## src/rtl/mult_div_unit.sv

```systemverilog
// mult_div_unit: iterative signed 32x32 multiply (radix-2 Booth) and
// signed divide (restoring, on magnitudes) writing a HI/LO register pair.
// Ports: clk, reset (sync, active low), start/op/a/b request,
//   busy/done/div_zero status, hi/lo results.
module mult_div_unit #(
  parameter int WIDTH = 32
) (
  input  logic             clk,
  input  logic             reset,
  input  logic             start,
  input  logic             op,
  input  logic [WIDTH-1:0] a,
  input  logic [WIDTH-1:0] b,
  output logic             busy,
  output logic             done,
  output logic             div_zero,
  output logic [WIDTH-1:0] hi,
  output logic [WIDTH-1:0] lo
);

  typedef enum logic [1:0] {
    IDLE,
    MULT,
    DIV,
    DONE
  } state_t;

  localparam logic [5:0] LAST = 6'(WIDTH);

  state_t           state;
  logic [5:0]       count;
  logic [WIDTH:0]   acc;
  logic [WIDTH-1:0] qReg;
  logic [WIDTH-1:0] mReg;
  logic             qm1;
  logic             negQ;
  logic             negR;
  logic             zeroDiv;

  logic [WIDTH:0]   mExt;
  logic [WIDTH:0]   boothSum;
  logic [WIDTH:0]   divShift;
  logic [WIDTH+1:0] divTrial;
  logic [WIDTH-1:0] absA;
  logic [WIDTH-1:0] absB;
  logic [WIDTH-1:0] quoFix;
  logic [WIDTH-1:0] remFix;

  assign absA = a[WIDTH-1] ? ~a + 1'b1 : a;
  assign absB = b[WIDTH-1] ? ~b + 1'b1 : b;
  assign quoFix = negQ ? ~qReg + 1'b1 : qReg;
  assign remFix = negR ? ~acc[WIDTH-1:0] + 1'b1
                       : acc[WIDTH-1:0];

  // Accumulator carries one guard bit so that subtracting the most
  // negative multiplicand cannot overflow.
  assign mExt = {mReg[WIDTH-1], mReg};

  always_comb begin
    boothSum = acc;
    unique case ({qReg[0], qm1})
      2'b01:   boothSum = acc + mExt;
      2'b10:   boothSum = acc - mExt;
      default: boothSum = acc;
    endcase
  end

  // Remainder shifts left taking the next dividend bit from qReg,
  // which fills with quotient bits from the bottom.
  assign divShift = {acc[WIDTH-1:0], qReg[WIDTH-1]};
  assign divTrial = {1'b0, divShift} - {2'b00, mReg};

  always_ff @(posedge clk) begin
    if (!reset) begin
      state    <= IDLE;
      count    <= '0;
      acc      <= '0;
      qReg     <= '0;
      mReg     <= '0;
      qm1      <= 1'b0;
      negQ     <= 1'b0;
      negR     <= 1'b0;
      zeroDiv  <= 1'b0;
      busy     <= 1'b0;
      done     <= 1'b0;
      div_zero <= 1'b0;
      hi       <= '0;
      lo       <= '0;
    end else begin
      done     <= 1'b0;
      div_zero <= 1'b0;
      unique case (state)
        IDLE: begin
          if (start) begin
            count <= '0;
            acc   <= '0;
            qm1   <= 1'b0;
            busy  <= 1'b1;
            if (!op) begin
              mReg    <= a;
              qReg    <= b;
              negQ    <= 1'b0;
              negR    <= 1'b0;
              zeroDiv <= 1'b0;
              state   <= MULT;
            end else begin
              mReg    <= absB;
              qReg    <= absA;
              negQ    <= a[WIDTH-1] ^ b[WIDTH-1];
              negR    <= a[WIDTH-1];
              zeroDiv <= (b == '0);
              state   <= DIV;
            end
          end
        end
        MULT: begin
          if (count == LAST) begin
            hi    <= acc[WIDTH-1:0];
            lo    <= qReg;
            done  <= 1'b1;
            state <= DONE;
          end else begin
            acc   <= {boothSum[WIDTH], boothSum[WIDTH:1]};
            qReg  <= {boothSum[0], qReg[WIDTH-1:1]};
            qm1   <= qReg[0];
            count <= count + 6'd1;
          end
        end
        DIV: begin
          // A zero divisor spends one cycle here and leaves hi/lo alone.
          if (zeroDiv) begin
            done     <= 1'b1;
            div_zero <= 1'b1;
            state    <= DONE;
          end else if (count == LAST) begin
            hi    <= remFix;
            lo    <= quoFix;
            done  <= 1'b1;
            state <= DONE;
          end else begin
            if (!divTrial[WIDTH+1]) begin
              acc  <= divTrial[WIDTH:0];
              qReg <= {qReg[WIDTH-2:0], 1'b1};
            end else begin
              acc  <= divShift;
              qReg <= {qReg[WIDTH-2:0], 1'b0};
            end
            count <= count + 6'd1;
          end
        end
        DONE: begin
          busy  <= 1'b0;
          state <= IDLE;
        end
        default: state <= IDLE;
      endcase
    end
  end

endmodule

```

## config.mk

```make
export PLATFORM = sky130hd
export DESIGN_NAME = mult_div_unit
export DESIGN_NICKNAME = d
export VERILOG_FILES = /design/src/rtl/mult_div_unit.sv
export SDC_FILE = /design/constraint.sdc
export NUM_CORES = 1
export LEC_CHECK = 0
export BUFFER_PORTS_ARGS = -buffer_cell sky130_fd_sc_hd__buf_4
export CORE_MARGIN = 2
export CORE_UTILIZATION = 58
export DETAILED_ROUTE_END_ITERATION = 8
export GPL_ROUTABILITY_DRIVEN = 0
export GPL_TIMING_DRIVEN = 0
export HOLD_SLACK_MARGIN = 0.03
export PLACE_DENSITY_LB_ADDON = 0.08
export SYNTH_ARGS = -nofsm -noshare
export SYNTH_HDL_FRONTEND = slang
export SYNTH_SLANG_ARGS = --single-unit
export TNS_END_PERCENT = 50
```

## constraint.sdc

```tcl
create_clock -name clk -period 6.1 [get_ports clk]
set_clock_uncertainty 0.05 [all_clocks]
set_input_delay 1.22 -clock clk [delete_from_list [all_inputs] [get_ports clk]]
set_output_delay 1.22 -clock clk [all_outputs]
set_load 0.1 [all_outputs]
```

* Word level (Yosys, flattened, before mapping)
Index checks and enable logic that the tools add are counted.
Widths: inputs -> output; s select.
** Cells by class
- Reductions and logical operators :: 13
- Equality and inequality tests :: 12
- Mux-type cells :: 48
- Add/subtract/negate cells :: 8
- Bitwise gates (word level) :: 5
** Operators with widths (count)
- $mux 32 :: 16
- $mux 33 :: 5
- $add 32x1->32 const B :: 4
- $not 32->32 :: 4
- $pmux 32 s2 :: 2
- $pmux 33 s3 :: 1
- $pmux 32 s3 :: 1
- $pmux 33 s2 :: 1
- $sub 33x32->34 :: 1
- $add 33x33->33 :: 1
- $sub 33x33->33 :: 1
- $logic_not 32->1 :: 1
- $mux 6 :: 3
- $pmux 6 s3 :: 1
- $ne 2x2->1 const B :: 6
- $mux 1 :: 10
- $mux 2 :: 4
- $pmux 2 s4 :: 1
- $add 6x1->6 const B :: 1
- $eq 2x2->1 const B :: 3
- $eq 6x6->1 const B :: 1
- $pmux 1 s2 :: 3
- $reduce_and 2->1 :: 3
- $reduce_and 3->1 :: 2
- other kinds (7) :: 10
** Word-level totals
- Output and inout port bits :: 67
- Logic and storage cells :: 100
- Bits of input ports :: 68
- Register bits :: 176

* Logic depth before layout (Yosys ltp)
Gate-level depths: netlist of the first run.
- Depth after elaboration :: 6
- Depth in mapped cells :: 18
- Mapped depth without buffers :: 17

* Least setup slack after synthesis of the first run
No wires, ideal clock.
- Path type :: register -> register
- Start :: register mReg[1]
- End :: register acc[26]
- Cell stages (with the launch flop) :: 18
- Period minus slack after synthesis :: 4.246 ns
- Buffers on the path :: 2
- Arrival :: 4.075 ns
- Library setup time :: 0.122 ns
- Data required time :: 5.928 ns
- Slack :: 1.854 ns
- Cell sequence :: dfxtp_1 -> inv_1 -> ha_1 -> or4b_2 -> nor3_2 -> a41oi_1 -> xnor2_1 -> ha_1 -> clkbuf_1 -> and3_1 -> clkbuf_1 -> nand4_1 -> a32o_1 -> a31oi_1 -> a31oi_1 -> o21bai_1 -> mux2i_1 -> o311a_1
** Between the ends
- Cells in the longest elaborated chain, start to end :: 5
- Elaborated cells between the ends (all ways) :: 9
- Those cells by class :: add/sub (3); mux (6)
** RTL lines
- from (decl) :: RTL line 34 : logic [WIDTH-1:0] mReg;
- from (signal assigned) :: RTL line 107 : mReg <= absB;
- $sub 33x32->34 :: RTL line 71 : assign divTrial = {1'b0, divShift} - {2'b00, mReg};
- $mux 33 :: RTL line 141 : if (!divTrial[WIDTH+1]) begin
- $mux 33 :: RTL line 135 : end else if (count == LAST) begin
- $mux 33 :: RTL line 131 : if (zeroDiv) begin
- $pmux 33 s3 * :: RTL line 92 : unique case (state)
- to (signal assigned) :: RTL line 123 : acc <= {boothSum[WIDTH], boothSum[WIDTH:1]};
- to (signal assigned) :: RTL line 142 : acc <= divTrial[WIDTH:0];
- to (signal assigned) :: RTL line 145 : acc <= divShift;
- to (decl) :: RTL line 32 : logic [WIDTH:0] acc;
Every way passes the cells marked *; elsewhere a longest branch is shown, timed or not. The select of a mux whose other input is x is not followed.
A chain may end at the register's enable or synchronous reset.

* Worst setup path after layout of the first run
Ends and elaborated chain as after synthesis.

==> results of run 1 <==
## per-stage QoR
stage,cells,instance area (um2)
floorplan,2031,14800
global placement,2494,16200
detailed placement,2494,16200
CTS,2526,16900
global route,2526,16900
finish,2526,16900
## power by group through the flow
stage	clock network, W	logic (W)	registers [W]
after floorplan	0	0.000856	0.00127
after global placement	0	0.00117	0.00129
after detailed placement	0	0.00120	0.00130
after CTS	0.00117	0.00121	0.00127
after global routing	0.00123	0.00134	0.00128
final	0.00118	0.00125	0.00127
## critical path: stages, from the launching register on
cell and delay (ps):
dfxtp_1 370, inv_1 140, ha_1 220, or4b_2 660, nor3_2 430, a41oi_1 200
xnor2_1 200, ha_1 290, clkbuf_1 270, and3_1 200, clkbuf_1 240, nand4_1 180
a32o_1 270, a31oi_1 560, a31oi_1 300, o21bai_1 240, mux2i_1 100, o311a_1 330
## routing by layer
| metal | track usage (%) | vias to the layer above | part of all wire, % |
|---|---|---|---|
| met4 | 17.0 | 0 | 4.7 |
| met3 | 9.80 | 199 | 13 |
| met2 | 61.4 | 1093 | 43 |
| met1 | 52.5 | 7684 | 39 |
| met5 | 0 | - | 0 |
| li1 | - | 7685 | - |
## Yosys cell counts (5+ instances only)
cell type | number | area, um2
o211ai_1 | 38 | 285
nor3_1 | 35 | 175
inv_1 | 68 | 255
o21bai_1 | 10 | 75.1
a22oi_1 | 41 | 308
xnor2_1 | 112 | 981
a21o_1 | 23 | 173
a31oi_1 | 27 | 169
clkbuf_1 | 135 | 507
xor2_1 | 87 | 762
a311oi_1 | 7 | 61.3
nand4_1 | 15 | 93.8
or3_1 | 17 | 106
mux2i_1 | 18 | 180
a41oi_1 | 6 | 52.6
a211oi_1 | 93 | 698
and3_1 | 25 | 156
a21oi_1 | 207 | 1040
o41ai_1 | 11 | 96.3
nand2_1 | 175 | 657
o21a_1 | 17 | 128
a221o_1 | 6 | 60.1
a211o_1 | 10 | 87.6
ha_1 | 76 | 951
buf_1 | 12 | 45.0
o21ai_0 | 123 | 616
a221oi_1 | 5 | 43.8
a22o_1 | 7 | 61.3
nand3_1 | 35 | 175
dfxtp_1 | 176 | 3520
nor2_1 | 227 | 852
o31ai_1 | 23 | 173
or4_1 | 9 | 67.6
o22ai_1 | 5 | 31.3
nor2b_1 | 22 | 138
nand2b_1 | 17 | 106
and2_1 | 13 | 81.3
nor4_1 | 20 | 125
## sequential cells by signal, indices dropped and copies added, names as in the netlist
register  cells
acc          33
busy          1
count         6
div_zero      1
done          1
hi           32
lo           32
mReg         32
negQ          1
negR          1
qReg         32
qm1           1
state         2
zeroDiv       1
## layout make-up
type                       instances  area [um2]  area share (%)
timing repair buffer             133         998            5.92
sequential                       176        3520            20.9
buffer                           148         557            3.30
clock buffer                      17         425            2.52
tap                              330         413            2.45
inverter                          71         267            1.58
multi-input combinational       1636       10500            62.1
clock inverter                    15         211            1.25
## kinds of logic (layout without fill, tap and decap cells)
logic type,count (synthesis),in the layout,share of synthesized area [%]
mux,22,22,1.52
flops,176,176,23.8
buf+inv,219,384,5.56
xor+xnor,199,199,11.8
fa+ha+maj,78,78,6.69
simple gates,640,640,20.3
compound gates,697,697,30.4
## path summary, 6_finish.rpt
check | to | slack, ps | depth (start not counted)
worst min register to register | negR | 430 | 2
worst max register to register | acc[26] | 700 | 17
worst min-delay path | negR | 430 | 2
worst max-delay path | acc[26] | 700 | 17
## placed cells by master, fill, tap and decap left out, types with 76 or more instances in the layout
master,synthesis,layout
ha_1,76,76
xor2_1,87,87
dfxtp_1,176,176
o21ai_0,123,123
xnor2_1,112,112
nand2_1,175,175
a211oi_1,93,93
a21oi_1,207,207
buf_4,0,133
clkbuf_1,135,135
nor2_1,227,227
==> run summary, run 1 <==
Type of origin of the critical path: flip-flop
Drt total wl: 54.9 mm
Most used DFF post-synth: dfxtp_1
Pin count of the biggest net entering global routing: 23
Clock share of power: 31.9%
Layout Nets: 2329
Comb power frac: 33.7%
Vias post-DR: 16700
WL/cell: 21.7 um
Drc violations: 0
Sequential area share after synthesis: 23.8%
Worst hold path class: reg -> reg
Fin worst setup slack: 696 ps
Setup Crit Path Kind: reg -> reg
Worst EP arrival: 5680 ps
Initial core utilization: 59.0%
Count of flip-flops with a built-in enable after synthesis: 0
Die area: 26800 um2
Vias per cell: 6.60
RSZ-0062 raised after global routing: false
First-pass GRT wire length: 83.2 mm
Die Y: 164 um
Width of the die: 164 um
Synth-to-Final Area Change: 13.8%
Fillers: 2289
Status: finished, final reports clean
Worst setup EP type: flip-flop
Reg2reg start: mReg[1]
Antenna fix cells: 0
CTS tree: done
Count of final max-slew check failures: 0
Pre-CTS setup slack: 951 ps
Hold_ws: 428 ps
Switch Pwr: 0.00148 W
Overall Power: 0.00370 W
Max cap viols: 0
Number of global-route vias before repair: 15000
Reg power frac: 34.4%
Total negative slack: 0 ps
Initial antenna violation count: 0
Fraction of layout cells with a size suffix above 1: 8.56%
Final Core Density: 67.2%
Root Buffer: clkbuf_16
Core Region: 25100 um2
Fin. Hold Viols: 0
DR pass1 iterations: 8
Post-CTS Hold Buffers: 0
Cts repair resizes: 0
Post-synthesis register bit count: 176
Num ports: 135
Syn Inst Count: 2031
Synthesized cell area: 14800 um2
CP required: 6380 ps
Gr usage total: 39.7%
Buffers from clock root to sink, at most: 2
Syn_area_per_cell: 7.30 um2
FP Rows: 58
Post-DRT Antenna Nets: 0
Clk_lat worst skew: 450 ps
Crit path max fanout: 7
Clock tree sinks: 176
Netlist cell types: 75
H-Tree Depth: 4
Final min period: 5400 ps
Syn nets: 2177
Starting DRC count in detailed routing: 2353
Critical Path Start: mReg[1]
Grt ovf: 0
Lkg Pwr: 6.37 nW
Worst-path clk slew: 80 ps
Post-CTS setup buffers: 0
VDD IR max: 0.000185 V
Least-Margin Pin Slew: 1260 ps
Slew headroom: 14.9%
Share of synthesized registers carrying an async set or reset: 0%
Final period util: 88.6%
Internal power: 0.00222 W
Max Fclk: 185 MHz
Num CTS Buffers: 17
Yosys Warn Count: 0
Power per cell area: 220 nW/um2
Hold path start: negR
Post-DP HPWL: 43.1 mm
Sw Share: 40.0%
IO buf count: 133
Count of final setup violators: 0
Power figures use the tool's default switching activity.
==> run 2: changes to the inputs <==
PLACE_DENSITY = 0.75   (was not set)
PLACE_DENSITY_LB_ADDON = not set   (was 0.08)
==> run summary, run 2 (synthesis gave the netlist of run 1 again) <==
Post-CTS Hold Buffers: 0 (unchanged)
VDD IR max: 0.000180 V (was 0.000185 V)
DR pass1 iterations: 9 (was 8)
Fin worst setup slack: 683 ps (was 696 ps)
IO buf count: 133 (unchanged)
Final min period: 5420 ps (was 5400 ps)
Clock tree sinks: 176 (unchanged)
Number of global-route vias before repair: 15000 (about the same)
Worst-path clk slew: 80 ps (about the same)
Comb power frac: 33.6% (was 33.7%)
Most frequent cells in the layout: nor2_1, a21oi_1, dfxtp_1 (unchanged)
Clock share of power: 31.9% (about the same)
Vias per cell: 6.63 (was 6.60)
Num ports: 135 (unchanged)
Worst EP arrival: 5710 ps (was 5680 ps)
Count of final max-slew check failures: 0 (unchanged)
Worst setup EP type: flip-flop (unchanged)
Total negative slack: 0 ps (unchanged)
Power per cell area: 219 nW/um2 (was 220 nW/um2)
Core Region: 25100 um2 (unchanged)
Buffers from clock root to sink, at most: 2 (unchanged)
Sw Share: 40.1% (was 40.0%)
Die Y: 164 um (unchanged)
WL/cell: 21.8 um (was 21.7 um)
Type of origin of the critical path: flip-flop (unchanged)
Width of the die: 164 um (unchanged)
Switch Pwr: 0.00148 W (about the same)
Hold_ws: 421 ps (was 428 ps)
Synth-to-Final Area Change: 13.8% (about the same)
Antenna fix cells: 0 (unchanged)
Cts repair resizes: 0 (unchanged)
Fraction of layout cells with a size suffix above 1: 8.56% (unchanged)
Gr usage total: 40.1% (was 39.7%)
Reg area: 3520 um2 (unchanged)
Max cap viols: 0 (unchanged)
Drt total wl: 55.1 mm (was 54.9 mm)
Pre-CTS setup slack: 1010 ps (was 951 ps)
Initial antenna violation count: 0 (unchanged)
Root Buffer: clkbuf_16 (unchanged)
Post-DP HPWL: 43.2 mm (was 43.1 mm)
RSZ-0062 raised after global routing: false (unchanged)
CP required: 6390 ps (was 6380 ps)
Status: finished, final reports clean (unchanged)
Final period util: 88.8% (was 88.6%)
Starting DRC count in detailed routing: 2043 (was 2353)
Fillers: 2267 (was 2289)
Worst reg2reg path depth: 17 (unchanged)
Clk_lat worst skew: 450 ps (about the same)
Reg power frac: 34.5% (was 34.4%)
Area occupied by multi-input gates: 10500 um2 (unchanged)
Pin count of the biggest net entering global routing: 22 (was 23)
Internal power: 0.00222 W (about the same)
Biggest register: acc (unchanged)
Max reg flops: 33 (unchanged)
Grt ovf: 0 (unchanged)
Fin. Hold Viols: 0 (unchanged)
Post-DRT Antenna Nets: 0 (unchanged)
Worst R2R Setup Slack: 680 ps (was 700 ps)
Slew headroom: 5.45% (was 14.9%)
First-pass GRT wire length: 83.5 mm (was 83.2 mm)
WHS Path Cells: 2 (unchanged)
Count of final setup violators: 0 (unchanged)
Num CTS Buffers: 17 (unchanged)
FP Rows: 58 (unchanged)
Die area: 26800 um2 (unchanged)
CTS tree: done (unchanged)
Crit path max fanout: 7 (unchanged)
Post-CTS setup buffers: 0 (unchanged)
Setup Crit Path Kind: reg -> reg (unchanged)
Least-Margin Pin Slew: 1410 ps (was 1260 ps)
Layout Nets: 2329 (unchanged)
Max Fclk: 185 MHz (about the same)
Lkg Pwr: 6.37 nW (about the same)
Worst hold path class: reg -> reg (unchanged)
Drc violations: 0 (unchanged)
Most common cell after layout, fill and taps aside: nor2_1 (unchanged)
Initial core utilization: 59.0% (unchanged)
Vias post-DR: 16800 (was 16700)
H-Tree Depth: 4 (unchanged)
[run 2: cell count changes in the layout (fill, tap and decap cells not counted), sizes merged]
| cell | change |
|---|---|
| clkinv | +3 |
| inv | -3 |
[run 2: cell type report]
cell class / count / share of cell area, %
Buffer: 148 / 3.30
Clock buffer: 17 / 2.52
Clock inverter: 15 / 1.22
Inverter: 71 / 1.58
Multi-Input combinational cell: 1636 / 62.1
Sequential cell: 176 / 20.9
Tap cell: 330 / 2.45
Timing Repair Buffer: 133 / 5.92
[run 2: path summary, 6_finish.rpt]
kind	startpoint	to
worst min register to register	negR	negR
worst max register to register	mReg[1]	acc[26]
worst min-delay path	negR	negR
worst max-delay path	mReg[1]	acc[26]
[run 2: worst max-delay path, stage by stage, from the launching register on]
cell,delay (ps)
dfxtp_1,370
inv_1,140
ha_1,230
or4b_2,660
nor3_2,410
a41oi_1,200
xnor2_1,180
ha_1,300
clkbuf_1,260
and3_1,220
clkbuf_1,260
nand4_1,220
a32o_1,300
a31oi_1,550
a31oi_1,290
o21bai_1,260
mux2i_1,100
o311a_1,320
[run 2: power by group through the flow]
| stage | combinational [W] | clock, W | sequential, W |
|---|---|---|---|
| 2_1_floorplan | 0.000856 | 0 | 0.00127 |
| 3_3_place_gp | 0.00117 | 0 | 0.00130 |
| 3_5_place_dp | 0.00119 | 0 | 0.00130 |
| 4_1_cts | 0.00120 | 0.00117 | 0.00127 |
| 5_1_grt | 0.00134 | 0.00122 | 0.00128 |
| 6_report | 0.00124 | 0.00118 | 0.00128 |
[run 2: stage by stage]
| step | cell area (um2) | instances | utilization [%] | power, W |
|---|---|---|---|---|
| floorplan | 14800 | 2031 | - | 0.00213 |
| global placement | 16200 | 2494 | 64.6 | 0.00247 |
| detailed placement | 16200 | 2494 | 64.6 | 0.00249 |
| CTS | 16900 | 2526 | 67.2 | 0.00364 |
| global route | 16900 | 2526 | 67.2 | 0.00384 |
| finish | 16900 | 2526 | 67.2 | 0.00370 |
[run 2: routing by layer]
layer  vias up  global-route usage (%)  share of wire, %
met2      1119                    60.9                43
met5         -                       0                 0
met1      7751                    53.9                40
met4         0                    16.7               4.6
met3       201                    10.3                13
li1       7688                       -                 -
